$ cat src/rtl/mmio_uart_tx.sv
// Memory-mapped UART transmitter: register window, transmit FIFO and 8N1 serialiser.
// Define UART_TX_PARITY_EN to add an even-parity bit between the data bits and the stop bit.
//
// state  | meaning
// IDLE   | line high, pops the next byte as soon as the FIFO is non-empty
// START  | start bit (txd=0) for one bit period
// DATA   | eight data bits, LSB first, one bit period each
// PARITY | even parity of the data byte (parity build only)
// STOP   | stop bit (txd=1) for one bit period

module mmio_uart_tx #(
    parameter logic [31:0] BASE_ADDR     = 32'h1000_0000,
    parameter int          FIFO_DEPTH    = 16,
    parameter logic [15:0] DIVISOR_RESET = 16'd868
) (
    input  logic        clk,
    input  logic        rst,
    input  logic [31:0] addr,
    input  logic        write_en,
    input  logic [31:0] write_data,
    input  logic        read_en,
    output logic [31:0] read_data,
    output logic        txd,
    output logic        tx_active
);

    localparam int PW = (FIFO_DEPTH > 1) ? $clog2(FIFO_DEPTH) : 1;
    localparam int CW = PW + 1;

`ifdef UART_TX_PARITY_EN
    localparam logic PARITY_EN = 1'b1;
`else
    localparam logic PARITY_EN = 1'b0;
`endif

    typedef enum logic [2:0] {
        S_IDLE,
        S_START,
        S_DATA,
        S_PARITY,
        S_STOP
    } state_e;

    state_e        state_q, state_d;
    logic [7:0]    fifo_mem_q [FIFO_DEPTH];
    logic [PW-1:0] wr_ptr_q, wr_ptr_d;
    logic [PW-1:0] rd_ptr_q, rd_ptr_d;
    logic [CW-1:0] count_q, count_d;
    logic          ovf_q, ovf_d;
    logic [15:0]   div_q, div_d;
    logic [7:0]    shift_q, shift_d;
    logic          par_q, par_d;
    logic [2:0]    bit_idx_q, bit_idx_d;
    logic [15:0]   bit_cnt_q, bit_cnt_d;
    logic          txd_q, txd_d;
    logic          active_q, active_d;
    logic [31:0]   rdata_q, rdata_d;

    logic          hit;
    logic [1:0]    reg_sel;
    logic          push, push_ok, pop;
    logic          full, empty;
    logic [15:0]   eff_div;
    logic          bit_done;
    logic [15:0]   count_ext;
    logic [31:0]   status_word;
    logic [7:0]    head_byte;
    logic          unused_bits;

    assign unused_bits = ^{addr[1:0], write_data[31:16]};

    assign hit      = (addr[31:4] == BASE_ADDR[31:4]);
    assign reg_sel  = addr[3:2];
    assign full     = (count_q == CW'(FIFO_DEPTH));
    assign empty    = (count_q == '0);
    assign push     = write_en && hit && (reg_sel == 2'd0);
    // Full is judged on the pre-edge count, so a same-cycle pop does not rescue the push.
    assign push_ok  = push && !full;
    assign pop      = (state_q == S_IDLE) && !empty;
    assign head_byte = fifo_mem_q[rd_ptr_q];
    assign bit_done = (bit_cnt_q == 16'd1);

    assign count_ext   = 16'(count_q);
    assign status_word = {16'h0000, count_ext[7:0], 3'b000, PARITY_EN, ovf_q,
                          (state_q != S_IDLE), empty, full};

    always_comb begin
        div_d = div_q;
        if (write_en && hit && (reg_sel == 2'd2)) begin
            div_d = write_data[15:0];
        end
        // Reloads use the incoming value so a bit starting right after a write sees it.
        eff_div = (div_d == 16'd0) ? 16'd1 : div_d;
    end

    always_comb begin
        wr_ptr_d = push_ok ? wr_ptr_q + PW'(1) : wr_ptr_q;
        rd_ptr_d = pop ? rd_ptr_q + PW'(1) : rd_ptr_q;
        count_d  = count_q;
        case ({push_ok, pop})
            2'b10:   count_d = count_q + CW'(1);
            2'b01:   count_d = count_q - CW'(1);
            default: count_d = count_q;
        endcase
    end

    always_comb begin
        ovf_d = ovf_q;
        if (read_en && hit && (reg_sel == 2'd1)) begin
            ovf_d = 1'b0;
        end
        if (push && full) begin
            ovf_d = 1'b1;
        end

        rdata_d = rdata_q;
        if (read_en) begin
            rdata_d = 32'h0;
            if (hit) begin
                case (reg_sel)
                    2'd1:    rdata_d = status_word;
                    2'd2:    rdata_d = {16'h0000, div_q};
                    default: rdata_d = 32'h0;
                endcase
            end
        end
    end

    always_comb begin
        state_d   = state_q;
        shift_d   = shift_q;
        par_d     = par_q;
        bit_idx_d = bit_idx_q;
        bit_cnt_d = bit_cnt_q;

        if (state_q != S_IDLE) begin
            bit_cnt_d = bit_done ? eff_div : bit_cnt_q - 16'd1;
        end

        case (state_q)
            S_IDLE: begin
                if (!empty) begin
                    shift_d   = head_byte;
                    par_d     = ^head_byte;
                    bit_cnt_d = eff_div;
                    bit_idx_d = 3'd0;
                    state_d   = S_START;
                end
            end
            S_START: begin
                if (bit_done) begin
                    state_d = S_DATA;
                end
            end
            S_DATA: begin
                if (bit_done) begin
                    shift_d   = shift_q >> 1;
                    bit_idx_d = bit_idx_q + 3'd1;
                    if (bit_idx_q == 3'd7) begin
                        state_d = PARITY_EN ? S_PARITY : S_STOP;
                    end
                end
            end
            S_PARITY: begin
                if (bit_done) begin
                    state_d = S_STOP;
                end
            end
            S_STOP: begin
                if (bit_done) begin
                    state_d = S_IDLE;
                end
            end
            default: state_d = S_IDLE;
        endcase

        case (state_d)
            S_START:  txd_d = 1'b0;
            S_DATA:   txd_d = shift_d[0];
            S_PARITY: txd_d = par_d;
            default:  txd_d = 1'b1;
        endcase

        active_d = (state_d != S_IDLE) || (count_d != '0);
    end

    always_ff @(posedge clk) begin
        if (push_ok) begin
            fifo_mem_q[wr_ptr_q] <= write_data[7:0];
        end
    end

    always_ff @(posedge clk) begin
        if (rst) begin
            state_q   <= S_IDLE;
            wr_ptr_q  <= '0;
            rd_ptr_q  <= '0;
            count_q   <= '0;
            ovf_q     <= 1'b0;
            div_q     <= DIVISOR_RESET;
            shift_q   <= 8'h00;
            par_q     <= 1'b0;
            bit_idx_q <= 3'd0;
            bit_cnt_q <= 16'd1;
            txd_q     <= 1'b1;
            active_q  <= 1'b0;
            rdata_q   <= 32'h0;
        end else begin
            state_q   <= state_d;
            wr_ptr_q  <= wr_ptr_d;
            rd_ptr_q  <= rd_ptr_d;
            count_q   <= count_d;
            ovf_q     <= ovf_d;
            div_q     <= div_d;
            shift_q   <= shift_d;
            par_q     <= par_d;
            bit_idx_q <= bit_idx_d;
            bit_cnt_q <= bit_cnt_d;
            txd_q     <= txd_d;
            active_q  <= active_d;
            rdata_q   <= rdata_d;
        end
    end

    assign read_data = rdata_q;
    assign txd       = txd_q;
    assign tx_active = active_q;

endmodule

$ cat config.mk
export PLATFORM = sky130hd
export DESIGN_NAME = mmio_uart_tx
export DESIGN_NICKNAME = d
export VERILOG_FILES = /design/src/rtl/mmio_uart_tx.sv
export SDC_FILE = /design/constraint.sdc
export NUM_CORES = 1
export LEC_CHECK = 0
export CORE_MARGIN = 3
export CORE_UTILIZATION = 40
export CTS_BUF_LIST = sky130_fd_sc_hd__clkbuf_4
export DETAILED_ROUTE_END_ITERATION = 7
export PLACE_DENSITY = 0.57
export SYNTH_ARGS = -nofsm -noshare
export SYNTH_HDL_FRONTEND = slang
export SYNTH_SLANG_ARGS = --single-unit
$ cat constraint.sdc
create_clock -name clk -period 4.6 [get_ports clk]
set_input_delay 0.46 -clock clk [delete_from_list [all_inputs] [get_ports clk]]
set_output_delay 0.46 -clock clk [all_outputs]
set_load 0.01 [all_outputs]
==> reports/results.txt, run 1 <==
The tightest slew margin relative to the limit was 0.390; the number of remaining DRC errors was 0. The area overhead of the layout relative to synthesis works out to 17.3%. Setup repair after global routing left no endpoint under its margin. The cell count after synthesis is 740.

Summed over all failing endpoints, the final setup total negative slack is 0 ns. The hold-fix buffer count after cts is 0, and the time the worst path needs with I/O delays and setup is 3.56 ns. Data on the critical path is required at its endpoint by 5.07 ns.

For this run, the number of Yosys warnings is 0. The run gives 0 as the number of resized instances in the post-cts repair step. The sequential cell area fraction in the yosys report is 0.598, and the CTS buffer count is 55.

In the layout the commonest cells are edfxtp_1, clkbuf_4, nor2_1, dfxtp_1, clkdlybuf4s50_1. After legalization and detailed placement, the total HPWL measured 14,700 um. In this run the power density over the cells is 347 nW/um^2. The post-synthesis async set-or-reset flop share works out to 0. Along the worst hold path, the cell count comes to 3. edfxtp_1 takes more of the synthesized area than any other cell. The post-CTS clock slew at the launch and capture registers of the worst setup and hold paths was 0.06 ns; the final period utilization was 0.775. Of all nets on the critical path, the largest fanout is 19. The via count of the first global-routing pass was 6,480; the worst reg2reg path depth was 10. Static timing analysis puts the maximum clock frequency at 0.281 GHz. 102 I/O pins were placed.

In this run the worst hold path is classified as input port to flip-flop. The clock passes through at most 3 buffers. The H-tree was split into 2 levels.

The count of buffers from port buffering was 67; the later-pin clock latency in the skew report was 0.69 ns. The primary flip-flop cell chosen by synthesis mapping was edfxtp_1. At the pin with the least slew margin, the transition time is 0.916 ns.

The tree is rooted in a clkbuf_4. The number of vias per cell is 5.45, and the standard-cell row count is 54. The number of synthesized flops with an enable pin works out to 128. The type of the worst setup path is flip-flop to flip-flop. Yosys attributes the largest share of cell area to edfxtp_1, dfxtp_1, mux4_2. The worst setup path is captured at a flip-flop.

From left edge to right edge, the die measures 158 um. The finished cells cover 10,800 sq um. Between clock sinks in the finished design, the worst skew comes to 0.0695 ns.

Counting every sink on the clock net gives 211. Wires add up to 21,900 um. TritonCTS built the clock tree. For the count of antenna-violating nets left after detailed routing, the log shows 0. The leakage power of the design is 3.79 nW. The tools report the worst reg2reg path endpoint as tx_active. For flop-to-flop paths, the worst setup slack is 1.04 ns. The tools report the nature of the critical path startpoint as a flip-flop. Number of DRC violations after detailed-routing iteration 0: 458. Setup violations remaining at the end of the flow were counted as 0. After detailed routing, the average wire length per cell comes to 18.9 um. The starting utilization of the core area was 0.414. After synthesis the netlist holds a flip-flop and latch count of 211. The area share of the leading cell type in the synthesized netlist was 0.417.

Leaving out fill and tap cells, the most frequent cell in the layout is edfxtp_1. The run finished with clean final reports. Launching point of the worst reg2reg path: state_q[1]. In this run the cell area of the synthesized design comes to 9210 sq um. At the end of routability-driven placement, the weighted congestion stood at 0.831. The run gives 0 as the number of hold violations in the final report.

The global routing usage summed across all routing layers was 0.174; the setup fix buffers added after clock tree synthesis was 0. The pre-antenna-repair detailed-routing pass consisted of 5 iterations. The initial antenna violation count came out at 1. After the last flow step, the layout net total stands at 915. The logs give 6,319 for the via count and 10,100 sq um for the placed standard-cell area.

The proportion of layout cells with a drive suffix above 1 works out to 0.179. Entering global routing, the biggest net connects 81 pins. The run gives 22,200 sq um as the area of the core. The total overflow left after global routing is 0. The worst hold path startpoint was rst. The tools report the max-cap violation count as 0. The arrival time of the worst setup path was 4.03 ns.

The sink of the worst hold path was rd_ptr_q[0]. The logs give 64 for the number of different library cells in the post-synthesis netlist and 24,900 sq um for the area of the die. After synthesis, the mean cell area works out to 12.5 sq um.

Hold is met by 0.453 ns. The chip height is 158 um. The first global-routing pass estimated 34,100 um of wire. Count of pins over their slew limit: 0.

The tools report the maximum vdd drop as 150 uV.
-- flip-flops by register name, summed over array words and instances (netlist names), 3 cells and up, named ones only --
name and cells:
count_q 5, bit_cnt_q 16, fifo_mem_q 128, bit_idx_q 3
shift_q 8, read_data 16, wr_ptr_q 4, div_q 16
state_q 3, rd_ptr_q 4
-- cell usage after synthesis (2+ instances only) --
cell	instances
a22o_1	9
buf_4	17
buf_2	7
ha_1	14
a21oi_1	40
o21a_1	3
xnor2_1	13
edfxtp_1	128
nand2_1	54
o221a_1	5
and3_1	3
nand3_1	9
and4_1	2
o21ai_0	15
nor2b_1	21
dfxtp_1	83
clkbuf_1	28
inv_1	7
mux4_2	32
nor4_1	20
xor2_1	7
buf_6	2
a32oi_1	3
nor2_1	88
a31oi_1	5
a22oi_1	25
a211oi_1	4
nand2b_1	12
buf_1	5
nand4_1	7
nor4b_1	2
a2111oi_0	2
mux2i_1	18
nor3_1	19
or3_1	2
-- final cells by class --
type	instances	area, sq um
Clock inverter	11	52.6
Inverter	9	47.5
Sequential cell	211	5510
Timing Repair Buffer	80	763
Clock buffer	90	676
Fill cell	1993	11400
Antenna cell	2	5.00
Tap cell	280	350
Multi-Input combinational cell	476	3410
-- worst max-delay path by stage --
stage / start / to / slack [ns] / cells after the start
after global placement: addr[13] / tx_active / 0.72 / 13
after floorplan: addr[14] / tx_active / 1.53 / 14
after CTS: state_q[2] / tx_active / 1.05 / 10
after detailed placement: addr[14] / tx_active / 0.67 / 13
after global routing: state_q[1] / tx_active / 0.80 / 10
final: state_q[1] / tx_active / 1.04 / 10
-- per-layer routing --
layer / vias up / track usage / share of wire
li1: 2968 / - / -
met1: 3130 / 0.231 / 0.43
met2: 176 / 0.289 / 0.50
met3: 45 / 0.0366 / 0.053
met4: 0 / 0.0517 / 0.018
met5: - / 0 / 0
-- critical path: stages (launching register included) --
cell       delay, ns
dfxtp_1         0.41
nor3_2          0.57
nand2_1         0.35
clkinv_2        0.31
ha_1            0.43
xor2_1          0.21
ha_1            0.25
a221oi_2        0.09
a2111oi_2       0.40
xnor2_1         0.22
a41oi_2         0.14
-- through the flow --
stage / total power (W) / util / cells / worst slack (ns)
finish: 0.00375 / 0.486 / 1159 / 1.04
global route: 0.00391 / 0.486 / 1159 / 0.797
global placement: 0.00214 / 0.453 / 1056 / 0.715
detailed placement: 0.00215 / 0.453 / 1056 / 0.672
CTS: 0.00379 / 0.486 / 1157 / 1.05
floorplan: 0.00208 / - / 755 / 1.53
-- cells by family after synthesis --
| logic type | synth area share |
|---|---|
| AND/OR/NAND/NOR | 0.135 |
| buffers and inverters | 0.0387 |
| flip-flops | 0.598 |
| XOR/XNOR | 0.0190 |
| multiplexers | 0.0990 |
| AO/OA/AOI/OAI | 0.0917 |
| other | 0.000407 |
| adder cells (fa/ha/maj) | 0.0190 |
-- where the power goes --
| group | switching, W | internal [W] | leakage (nW) | total, W |
|---|---|---|---|---|
| combinational | 0.0000568 | 0.0000457 | 1.53 | 0.000102 |
| clock | 0.000760 | 0.000883 | 0.442 | 0.00164 |
| sequential | 0.0000000000100 | 0.00200 | 1.82 | 0.00200 |
Note: power is estimated with default switching activity, not from simulation.
==> run 2, diff against run 1 <==
- PLACE_DENSITY: 0.57 -> 0.59
- clock period: 4.6 -> 3.1 ns (I/O delays scaled with it)
==> reports/results.txt, run 2 (synthesis gave the netlist of run 1 again) <==
Kind of path behind the tightest hold check: input port to flip-flop. For this design the total switching power over the nets is 0.00120 W. The starting utilization of the core area came out at 0.414.

The run finished with clean final reports. The number of remaining DRC errors came out at 0. Wires add up to 22,500 um. For the via count of the first global-routing pass, the log shows 6,561.

TritonCTS built the clock tree. The proportion of layout cells with a drive suffix above 1 is 0.207, and the number of vias per cell is 5.44. The worst setup timing slack at the placement stage was -0.176 ns; the combinational fraction of design power was 0.029. The internal portion of total power is 0.00440 W, and the count of TritonRoute iterations in the first routing pass is 5. Initial antenna violation count: 1. CTS placed an instance of clkbuf_4 at the clock tree root. Peak clock frequency supported by timing: 0.355 GHz.

The library cells used most frequently in the layout, excluding fill and tap cells, are edfxtp_1, nor2_1, clkbuf_4, dfxtp_1, clkdlybuf4s50_1. On the worst path, the slowest cell contributes a delay of 0.54 ns. Walking the worst path, the cells encountered are or4_4 -> o211a_1 -> and2_4 -> clkinv_8 -> ha_1 -> xor2_1 -> ha_1 -> a221oi_2 -> a2111oi_2 -> xnor2_1 -> a41oi_2. The tools report the deepest level of the CTS H-tree as 2. The maximum vdd drop is 265 uV. Most prevalent standard cell on the critical path: ha_1. After detailed routing, the average wire length per cell comes to 18.8 um.

The die span in x is 158 um. Final-report setup violation count: 0. The run gives 15,400 um as the HPWL after detailed placement. The worst register-to-register path has a depth of 11.

For the post-route clock skew, the log shows 0.0674 ns. At the end of routability-driven placement, the weighted congestion stood at 0.876. The number of hold violations in the final report was 0.

The time the worst path needs with I/O delays and setup came out at 2.81 ns. For the worst setup path, the data required time is 3.58 ns. The chip height came out at 158 um. Summed over all layers, the global routing overflow is 0. The library cell used most frequently in the layout, excluding fill and tap cells, is edfxtp_1. Number of DRC violations after detailed-routing iteration 0: 497. The count of buffers from port buffering works out to 67.

STA classifies the critical path endpoint as a flip-flop. The core region is 22,200 sq um. Library cell contributing the largest single delay on the critical path: or4_4.

The share of the core filled with cells is 0.501, and the power per cell area is 503 nW/um^2. The logs give 0 for the count of pins over their slew limit and 0.67 ns for the later-pin clock latency in the skew report. The tools report the nature of the critical path startpoint as a flip-flop.

The filler cells instantiated in the layout total 1,921. Max-cap violations in this run came to 0. The hold-fix buffer count after cts was 0; the setup fix buffers added after clock tree synthesis was 0. For the standard-cell row count, the log shows 54. The largest net degree at the start of global routing was 38. Data on the critical path arrives at its endpoint at 3.30 ns. Global routing usage summed across all routing layers: 0.179. The worst setup slack after layout is 0.287 ns. During I/O placement, the number of pins put on the boundary was 102.

The register with the most flip-flops in the final layout is fifo_mem_q. For this design the static power due to leakage is 3.98 nW. The total chip power was 0.00560 W.

Once the clock tree was built, the resizer swapped 0 gates to a different size. The final period utilization is 0.908, and the number of clock sinks seen by CTS is 211. The switching power share of the total is 0.215.

The global-route wire length before repair is 34,700 um. In this run the worst path has a maximum fanout of 3. Area overhead of the layout relative to synthesis: 20.8%. The net count reported at finish came out at 950. The area of the die came out at 24,900 sq um.

For the fraction of power consumed by sequential logic, the log shows 0.530. The CTS buffer count was 54; the count of antenna-violating nets left after detailed routing was 0. Across all layers, the routed design uses 6,494 vias. The flip-flop count of the largest register after layout came out at 128. Counting instances, the worst hold path has a depth of 2.

The tools report the fraction of power consumed by the clock network as 0.441. The type of the worst setup path was flip-flop to flip-flop. The buffer levels on the longest clock path is 3, and the post-CTS clock slew at the launch and capture registers of the worst setup and hold paths is 0.06 ns. The worst-margin pin slew came out at 0.859 ns. The tightest slew margin relative to the limit came out at 0.425.

Setup repair after global routing left no endpoint under its margin.
==> run 2: layout make-up <==
class / instances / area, sq um / share of cell area
Clock inverter: 13 / 87.6 / 0.00787
Tap cell: 280 / 350 / 0.0315
Multi-Input combinational cell: 476 / 3410 / 0.306
Timing Repair Buffer: 116 / 1070 / 0.0963
Sequential cell: 211 / 5510 / 0.495
Clock buffer: 87 / 653 / 0.0587
Antenna cell: 1 / 2.50 / 0.000225
Inverter: 9 / 47.5 / 0.00427
==> run 2: power by group through the flow <==
stage | sequential (W) | clock (W) | combinational (W)
2_1_floorplan | 0.00303 | 0 | 0.0000547
3_3_place_gp | 0.00303 | 0 | 0.000154
3_5_place_dp | 0.00303 | 0 | 0.000160
4_1_cts | 0.00297 | 0.00255 | 0.000160
5_1_grt | 0.00297 | 0.00270 | 0.000172
6_report | 0.00297 | 0.00247 | 0.000160
==> run 2: final timing paths <==
| kind | slack (ns) | end | startpoint |
|---|---|---|---|
| worst max register to register | 0.29 | tx_active | count_q[1] |
| worst max-delay path | 0.29 | tx_active | count_q[1] |
| worst min-delay path | 0.17 | read_data[10] | rst |
| worst min register to register | 0.47 | bit_idx_q[2] | bit_idx_q[2] |
==> run 2: metal layers <==
layer / part of all wire / global-route usage
met5: 0 / 0
met4: 0.029 / 0.0645
met3: 0.046 / 0.0339
met2: 0.50 / 0.303
met1: 0.42 / 0.230
==> run 2: per-stage QoR <==
stage	setup TNS (ns)	instances	hold WS, ns	area, sq um
after CTS	0	1192	0.120	11100
after floorplan	0	755	0.409	9270
final	0	1193	0.168	11100
after global placement	-0.0762	1092	0.443	10400
after detailed placement	-0.349	1092	0.462	10400
after global routing	0	1193	0.154	11100
==> run 2: worst max-delay path, delay by kind of cell, from the launching register on <==
kind,cells,cell delay [ns]
xor gates and xnor gates,2,0.38
and+or+nand+nor,2,0.72
buffers and inverters,1,0.04
DFF,1,0.32
AOI/OAI and AO/OA,4,0.83
adders and majority gates,2,0.40
==> run 3, diff against run 2 <==
- ABC_AREA: unset -> 1
==> reports/results.txt, run 3 <==
Ranked by flip-flop count, first place goes to fifo_mem_q. The filler cells instantiated in the layout total 2,440. Number of hold violations in the final report: 0. The routed design has 25,300 um of wire. For this design the top-level I/O count stands at 102. The run gives 0 as the count of pins over their slew limit. Average wire per standard cell: 14.9 um. The congestion estimate from routability-driven global placement came to 0.826. In the routed layout, each cell is associated on average with a via count of 4.88. Synthesis handed over a netlist of 1,214 instances. The synthesized design contains 211 register bits. The Yosys step of the flow raised 0 warnings. Setup repair after global routing left no endpoint under its margin. The maximum net fanout on the critical path was 6; the total overflow reported by the global router was 0. The tools report the via count of the first global-routing pass as 8,052. Input and output buffers added on the ports amount to 67. Starting utilization of the core area: 0.412. The floorplan has 57 rows.

For the number of DRC violations after detailed-routing iteration 0, the log shows 565. Yosys mapped a number of flops with a built-in enable equal to 128. In the layout the commonest cells are nand2_1, inv_1, edfxtp_1, nor2_1, nand3_1.

The floorplan step defined a die boundary enclosing 27,300 sq um. The post-CTS clock slew at the launch and capture registers of the worst setup and hold paths came out at 0.06 ns. The number of clock sinks seen by CTS is 211. The arrival time of the worst setup path is 3.11 ns, and the global routing usage summed across all routing layers is 0.190. Summing all placed instances gives a cell area of 11,200 sq um. Post-CTS timing repair inserted 0 buffers for setup.

The worst setup path is launched from a flip-flop. The total negative slack is 0 ns. Summing over every cut layer, the via total after detailed routing is 8,290.

The worst hold path belongs to the class input port to flip-flop. The most area-hungry cell type in the Yosys netlist is edfxtp_1. The tightest slew margin relative to the limit is 0.462, and the deepest level of the CTS H-tree is 2. Entering global routing, the biggest net connects 59 pins.

The buffer levels on the longest clock path was 3; the area share of the leading cell type in the synthesized netlist was 0.379. The most frequent cell after synthesis was nand2_1. The net count reported at finish was 1,416. In the final layout, flip-flops and latches occupy 5510 sq um. The area overhead of the layout relative to synthesis works out to 17.5%. The power per cell area was 763 nW/um^2.

TritonCTS built the clock tree. The flow ran to the end, and the final reports show no timing, DRC or antenna violations. The HPWL after detailed placement is 17,000 um.

For this run, the top clock speed supported by timing is 0.391 GHz. For the finished layout, the period the worst path requires is 2.55 ns. The total non-filler cell area in the finished layout was 11,900 sq um.

The die is 165 um wide. After layout, the design draws a total of 0.00909 W. After synthesis, the mean cell area works out to 8.35 sq um. The tools report the worst setup slack for register-to-register paths as 0.55 ns. The library cell used most frequently in the layout, excluding fill and tap cells, is nand2_1.

After floorplanning, the core was sized to cover 24,600 sq um. The tools report the root cell of the clock tree as clkbuf_4. The tools report the number of remaining DRC errors as 0.

The first global-routing pass estimated 41,100 um of wire. The most used flip-flop cell after synthesis is edfxtp_1. Flip-flop count of the largest register after layout: 128. The post-synthesis async set-or-reset flop share works out to 0. Type of the worst setup path: flip-flop to flip-flop. The number of different library cells in the post-synthesis netlist was 45; the critical path data required time was 3.66 ns. The detail route stage leaves a number of antenna-violating nets equal to 0. For this design the static power due to leakage is 5.12 nW.

The pre-antenna-repair detailed-routing pass consisted of 5 iterations. The commonest cells after synthesis are nand2_1, inv_1, edfxtp_1, nor2_1, nand3_1. After synthesis the cells add up to 10,100 sq um. The worst setup path is captured at a flip-flop. Summing all multi-input logic gate instances after layout gives 3710 sq um. IR analysis of the VDD net gives a maximum drop of 369 uV.

The tool flagged a number of max-cap violations equal to 0. The post-route clock skew came out at 0.0860 ns. Setup violations remaining at the end of the flow were counted as 0.

The sequential cell area fraction in the yosys report was 0.543; the smallest hold slack was 0.356 ns. The initial antenna violation count came out at 1. Yosys attributes the largest share of cell area to edfxtp_1, dfxtp_1, nand2_1.

In this run, CTS created clock tree buffers numbering 56. Proportion of layout cells with a drive suffix above 1: 0.111. The final period utilization is 0.824, and the worst-margin pin slew is 0.806 ns. The chip height is 165 um, and the later-pin clock latency in the skew report is 0.71 ns.
-- run 3: critical path: stages (launching register included) --
cell	delay [ns]
dfxtp_1	0.36
nor2_1	0.21
inv_2	0.10
nor2_4	0.20
nand2_1	0.10
inv_1	0.09
ha_1	0.27
xor2_1	0.22
ha_1	0.26
o21ai_0	0.22
nand4_1	0.13
nand2_1	0.11
nand2_1	0.08
nor2_1	0.10
nand2_1	0.05
-- run 3: power breakdown --
| part | internal [W] | switching, W | total (W) |
|---|---|---|---|
| Clock | 0.00125 | 0.00115 | 0.00240 |
| Sequential | 0.00317 | 0.000138 | 0.00331 |
| Combinational | 0.00110 | 0.00227 | 0.00337 |
| Total | 0.00553 | 0.00356 | 0.00909 |
-- run 3: timing repair --
item / 4_1_cts / 5_1_grt
hold endpoints to repair: 3 / 0
hold buffers: 1 / 0
gates resized for setup: 0 / 0
-- run 3: kinds of logic after synthesis --
family                   count (synthesis)  synth area share
buffers and inverters                  221            0.0963
adder cells (fa/ha/maj)                 14            0.0173
AND/OR/NAND/NOR                        626             0.255
flip-flops                             211             0.543
other                                    1          0.000370
XOR/XNOR                                16            0.0138
AO/OA/AOI/OAI                          125            0.0738
-- run 3: layout make-up --
cell class                 count  share of cell area
antenna                        1            0.000210
sequential                   211               0.462
tap                          324              0.0340
timing repair buffer         108              0.0820
clock buffer                  85              0.0536
inverter                     160              0.0507
clock inverter                14             0.00557
multi-input combinational    797               0.311
-- run 3: path summary, 6_finish.rpt --
path / from / end / cells past startpoint
setup reg to reg: state_q[2] / tx_active / 14
hold / removal: write_data[10] / div_q[10] / 5
setup / recovery: state_q[2] / tx_active / 14
hold reg to reg: read_data[3] / read_data[3] / 2
-- run 3: layer usage --
| layer | vias up | global-route usage | share of wire |
|---|---|---|---|
| li1 | 4169 | - | - |
| met1 | 3801 | 0.252 | 0.45 |
| met2 | 275 | 0.312 | 0.46 |
| met3 | 45 | 0.0402 | 0.070 |
| met4 | 0 | 0.0614 | 0.019 |
| met5 | - | 0 | 0 |
-- run 3: metrics by stage --
stage,utilization,instances,worst slack [ns]
after CTS,0.484,1699,0.518
final,0.484,1700,0.545
after floorplan,-,1229,0.429
after global routing,0.484,1700,0.233
after detailed placement,0.455,1599,0.113
after global placement,0.455,1599,0.215
